[config.mk]
export PLATFORM = sky130hd
export DESIGN_NAME = rx_frame_ctrl
export DESIGN_NICKNAME = d
export VERILOG_FILES = /design/src/rtl/rx_frame_ctrl.sv
export SDC_FILE = /design/constraint.sdc
export NUM_CORES = 1
export LEC_CHECK = 0
export CAP_MARGIN = 20
export CORE_ASPECT_RATIO = 0.6
export CORE_UTILIZATION = 33
export CTS_CLUSTER_SIZE = 16
export DETAILED_ROUTE_END_ITERATION = 6
export HOLD_SLACK_MARGIN = 0.06
export SLEW_MARGIN = 20
export SYNTH_ARGS = -nofsm -noshare
export SYNTH_HDL_FRONTEND = slang
export SYNTH_SLANG_ARGS = --single-unit
[constraint.sdc]
create_clock -name clk -period 3.8 [get_ports clk]
set_input_delay 0.38 -clock clk [delete_from_list [all_inputs] [get_ports clk]]
set_output_delay 0.38 -clock clk [all_outputs]
set_load 0.05 [all_outputs]
[src/rtl/rx_frame_ctrl.sv]
// Receive frame controller: arms the preamble search, gates the FM0 symbol decoder,
// forwards decoded bits, counts the frame length and checks the CRC-16 residue.
module rx_frame_ctrl #(
  parameter int MAX_LEN     = 128,
  parameter int PRE_TIMEOUT = 4096,
  parameter int BIT_TIMEOUT = 256
) (
  input  logic                         clk,
  input  logic                         rst_n,
  input  logic                         start,
  input  logic                         abort,
  input  logic [$clog2(MAX_LEN+1)-1:0] cfg_len,
  input  logic                         cfg_crc_en,
  input  logic                         pre_det,
  input  logic                         bit_dat,
  input  logic                         bit_vld,
  output logic                         pre_en,
  output logic                         sym_en,
  output logic                         sym_rst,
  output logic                         frm_dat,
  output logic                         frm_vld,
  output logic                         frm_done,
  output logic                         frm_crc_ok,
  output logic                         frm_timeout,
  output logic                         busy
);

  localparam int LW   = $clog2(MAX_LEN+1);
  localparam int TMAX = (PRE_TIMEOUT > BIT_TIMEOUT) ? PRE_TIMEOUT : BIT_TIMEOUT;
  localparam int TW   = (TMAX > 1) ? $clog2(TMAX) : 1;

  localparam logic [TW-1:0] PRE_LIM     = TW'(PRE_TIMEOUT - 1);
  localparam logic [TW-1:0] BIT_LIM     = TW'(BIT_TIMEOUT - 1);
  localparam logic [LW-1:0] MAX_LEN_V   = LW'(MAX_LEN);
  localparam logic [15:0]   CRC_PRESET  = 16'hFFFF;
  localparam logic [15:0]   CRC_POLY    = 16'h1021;
  localparam logic [15:0]   CRC_RESIDUE = 16'h1D0F;

  typedef enum logic [1:0] {
    ST_IDLE   = 2'd0,
    ST_SEARCH = 2'd1,
    ST_RECV   = 2'd2,
    ST_DONE   = 2'd3
  } state_e;

  // One MSB-first serial step of CRC-16/CCITT.
  function automatic logic [15:0] crc16_step(input logic [15:0] crc, input logic b);
    logic fb;
    fb = crc[15] ^ b;
    return {crc[14:0], 1'b0} ^ (fb ? CRC_POLY : 16'h0000);
  endfunction

  state_e        state_q;
  logic [LW-1:0] len_q;
  logic          crc_en_q;
  logic [LW-1:0] bit_cnt_q;
  logic [TW-1:0] tmo_q;
  logic [15:0]   crc_q;

  logic [15:0]   crc_nxt_s;
  logic [LW-1:0] bit_cnt_nxt_s;
  logic          cfg_ok_s;

  assign crc_nxt_s     = crc16_step(crc_q, bit_dat);
  assign bit_cnt_nxt_s = bit_cnt_q + LW'(1);
  assign cfg_ok_s      = (cfg_len != {LW{1'b0}}) && (cfg_len <= MAX_LEN_V);

  // Frame FSM with all outputs registered alongside the state.
  always_ff @(posedge clk or negedge rst_n) begin
    if (!rst_n) begin
      state_q     <= ST_IDLE;
      len_q       <= {LW{1'b0}};
      crc_en_q    <= 1'b0;
      bit_cnt_q   <= {LW{1'b0}};
      tmo_q       <= {TW{1'b0}};
      crc_q       <= CRC_PRESET;
      pre_en      <= 1'b0;
      sym_en      <= 1'b0;
      sym_rst     <= 1'b0;
      frm_dat     <= 1'b0;
      frm_vld     <= 1'b0;
      frm_done    <= 1'b0;
      frm_crc_ok  <= 1'b0;
      frm_timeout <= 1'b0;
      busy        <= 1'b0;
    end else begin
      sym_rst     <= 1'b0;
      frm_dat     <= 1'b0;
      frm_vld     <= 1'b0;
      frm_done    <= 1'b0;
      frm_timeout <= 1'b0;
      if (abort) begin
        // Cancel wins over every other input; any bit in this cycle is dropped.
        state_q    <= ST_IDLE;
        tmo_q      <= {TW{1'b0}};
        pre_en     <= 1'b0;
        sym_en     <= 1'b0;
        busy       <= 1'b0;
        frm_crc_ok <= 1'b0;
      end else begin
        case (state_q)
          ST_IDLE: begin
            if (start && cfg_ok_s) begin
              state_q    <= ST_SEARCH;
              len_q      <= cfg_len;
              crc_en_q   <= cfg_crc_en;
              tmo_q      <= {TW{1'b0}};
              frm_crc_ok <= 1'b0;
              pre_en     <= 1'b1;
              busy       <= 1'b1;
            end else begin
              state_q <= ST_IDLE;
            end
          end
          ST_SEARCH: begin
            if (pre_det) begin
              state_q   <= ST_RECV;
              bit_cnt_q <= {LW{1'b0}};
              crc_q     <= CRC_PRESET;
              tmo_q     <= {TW{1'b0}};
              pre_en    <= 1'b0;
              sym_en    <= 1'b1;
              sym_rst   <= 1'b1;
            end else if (tmo_q == PRE_LIM) begin
              state_q     <= ST_IDLE;
              pre_en      <= 1'b0;
              busy        <= 1'b0;
              frm_timeout <= 1'b1;
            end else begin
              tmo_q <= tmo_q + TW'(1);
            end
          end
          ST_RECV: begin
            if (bit_vld) begin
              frm_vld   <= 1'b1;
              frm_dat   <= bit_dat;
              bit_cnt_q <= bit_cnt_nxt_s;
              crc_q     <= crc_nxt_s;
              tmo_q     <= {TW{1'b0}};
              if (bit_cnt_nxt_s == len_q) begin
                state_q    <= ST_DONE;
                sym_en     <= 1'b0;
                frm_done   <= 1'b1;
                frm_crc_ok <= crc_en_q ? (crc_nxt_s == CRC_RESIDUE) : 1'b1;
              end else begin
                state_q <= ST_RECV;
              end
            end else if (tmo_q == BIT_LIM) begin
              state_q     <= ST_IDLE;
              sym_en      <= 1'b0;
              busy        <= 1'b0;
              frm_timeout <= 1'b1;
            end else begin
              tmo_q <= tmo_q + TW'(1);
            end
          end
          ST_DONE: begin
            state_q <= ST_IDLE;
            busy    <= 1'b0;
          end
          default: begin
            state_q <= ST_IDLE;
            pre_en  <= 1'b0;
            sym_en  <= 1'b0;
            busy    <= 1'b0;
          end
        endcase
      end
    end
  end

endmodule
==> flow_metrics.py <==
metrics = {
    "drt": {
        "drtPass1Iterations": 4,
        "vias_per_cell": 5.25,
        "drt-wirelength-per-cell_um": 15.3,
        "drc_errors": 0,
        "vias": 2193,
        "wirelength_um": 6390,
        "drtIter0Drc": 136,
        "ant_nets": 0,
    },
    "logic_synthesis": {
        "seq_area_frac_synth": 0.486,
        "synth_edf_count": 0,
        "yosysTopAreaCell": "dfrtp_1",
        "syn_avg_cell_area_um2": 10.4,
        "syn-num-nets": 302,
        "syn_inst": 281,
        "ys_top_cells_by_area": "dfrtp_1 34%, dfstp_2 14%, o21ai_0 4.8%, o22a_1 4.2%, mux2_2 3.5%",
        "ys_ff_latch": 56,
        "yosysMostFrequentCell": "dfrtp_1",
        "netlist.area_leader.share": 0.342,
        "netlist_area_um2": 2930,
        "yosys_most_used_dff": "dfrtp_1",
        "async_flop_share": 1.00,
        "ys_types": 54,
        "synth_common_cells": "40 x dfrtp_1, 28 x o21ai_0, 24 x nand2_1",
        "ys_warn_count": 0,
    },
    "sta": {
        "fmax_ghz": 0.370,
        "fin_ws_ps": 1100,
        "tightestPinTransition_ps": 736,
        "finClkSkew_ps": 11.2,
        "period_share": 0.711,
        "slew_headroom": 0.508,
        "rsz0062_at_grt": "no",
        "holdWs_ps": 75.9,
        "slew_viol_final": 0,
        "timing.setup.tns_ps": 0,
        "finalSetupViolCount": 0,
        "hold_viol_final": 0,
        "final.min_clock_period_ps": 2700,
    },
    "die": {
        "start_util": 0.342,
        "die_x_um": 124,
        "core_um2": 8560,
        "fp-row-count": 26,
        "dieArea_um2": 9260,
        "ios": 25,
        "dieHeight_um": 74.9,
    },
    "min_path": {
        "hp-class": "in -> async",
    },
    "cts": {
        "cts_tree": "done",
        "htree_levels": 2,
        "ctsHoldBuffers": 0,
        "insertion_delay_ps": 300,
        "cts_resized": 0,
        "cts.sinks": 56,
        "clkTransAtPathRegs_ps": 80,
        "cts_root_buf": "clkbuf_16",
        "cts_setup_buffers": 0,
        "numCtsBuffers": 5,
        "cts.path.max_buffers": 2,
    },
    "global_route": {
        "grt_max_degree": 30,
        "grt_pass1_vias": 2051,
        "grt-ovfl-total": 0,
        "grt_pass1_wl_um": 10700,
        "antenna_found_initial": 0,
        "grt.total_usage": 0.152,
    },
    "placed_design": {
        "dp_hpwl_um": 4610,
        "port_buffers": 24,
        "place_ws_ps": 894,
        "place.gp.congestion": 0.761,
    },
    "layout": {
        "area_delta_synth_final_pct": 17.3,
        "final_util": 0.401,
        "diodes": 0,
        "drive_gt1_frac": 0.157,
        "layout.nets": 326,
    },
    "power": {
        "p_leak_nw": 1.37,
        "p_per_area_nw_per_um2": 391,
        "vdd_drop_max_mv": 0.243,
        "power_mw": 1.34,
    },
    "setup_path": {
        "cp_max_fo": 13,
        "arrival_ps": 2920,
        "start_kind": "register",
        "critPathCaptureType": "register",
        "worstSetupPathType": "reg -> reg",
        "cp.required_ps": 4020,
    },
    "flow_run": {
        "drv_cap": 0,
    },
    "outcome": {
        "status": "finished clean",
    },
}
logic make-up (layout without fill, tap and decap cells):
logic type	Yosys count	in the layout	synth area share
multiplexers	10	10	0.0381
adder cells (fa/ha/maj)	5	5	0.0214
AND/OR/NAND/NOR	95	95	0.175
XOR/XNOR	17	17	0.0556
flip-flops	56	56	0.486
AO/OA/AOI/OAI	76	76	0.193
buffers and inverters	22	47	0.0312
final timing paths:
kind / startpoint / endpoint / slack (ps) / cells past startpoint
max in group asynchronous: rst_n / crc_q[3] / 2860 / 2
hold reg to reg: crc_q[0] / crc_q[0] / 510 / 2
setup reg to reg: tmo_q[0] / tmo_q[3] / 1100 / 7
hold / removal: rst_n / tmo_q[9] / 80 / 1
min in group clk: crc_q[0] / crc_q[0] / 510 / 2
setup / recovery: tmo_q[0] / tmo_q[3] / 1100 / 7
critical path, cell delays in order, from the launching register on:
cell      delay, ps
dfrtp_1         440
ha_1            270
nand4_1         340
nor4_1          110
o21bai_1        180
or3b_1          560
or2_1           450
o31ai_2         260
through the flow:
stage	instances	area, um^2
after floorplan	281	2930
after global placement	410	3280
after detailed placement	410	3280
after CTS	418	3430
after global routing	418	3430
final	418	3430
flip-flops by register name, summed over array words and instances, names as in the netlist, 2 cells and up:
signal     count
crc_q         16
tmo_q         12
bit_cnt_q      8
len_q          8
state_q        2
power by group:
group | switching [mW] | leakage, nW | internal (mW)
sequential | 0.0295 | 0.704 | 0.640
combinational | 0.0915 | 0.590 | 0.0893
clock | 0.237 | 0.0767 | 0.255
total | 0.358 | 1.37 | 0.984
routing by layer:
metal / track usage / share of wire
met5: 0 / 0
met4: 0.0241 / 0.0036
met3: 0.0379 / 0.046
met2: 0.200 / 0.38
met1: 0.245 / 0.57
area by class of cell:
| type | instances | area (um^2) |
|---|---|---|
| Fill cell | 852 | 5120 |
| Clock buffer | 5 | 125 |
| Multi-Input combinational cell | 203 | 1420 |
| Clock inverter | 3 | 28.8 |
| Sequential cell | 56 | 1420 |
| Tap cell | 112 | 140 |
| Timing Repair Buffer | 26 | 250 |
| Inverter | 13 | 48.8 |
cell usage in the layout (no fill, tap or decap), types with 2 or more instances in the layout:
master,Yosys,layout
inv_6,0,2
nand3_1,10,10
a31oi_1,2,2
o22ai_1,2,2
xor2_1,5,5
nand3b_1,3,3
nor2_1,16,16
o31ai_2,4,4
mux2_2,9,9
nand2b_1,4,4
clkbuf_16,0,5
and3_1,5,5
o21ai_0,28,28
o22a_1,14,14
o21bai_1,2,2
inv_1,13,13
buf_4,0,2
o31ai_1,4,4
clkdlybuf4s50_1,0,23
nor3_1,6,5
ha_1,5,5
xnor2_1,11,11
o41ai_1,2,2
dfrtp_1,40,40
o211ai_1,2,2
nand2_1,24,24
or2_2,3,3
nand4_1,4,4
dfstp_2,16,16
a21oi_1,6,6
nor4_1,5,5
nor2b_1,4,4
No activity file was read; power rests on OpenSTA's default activity.
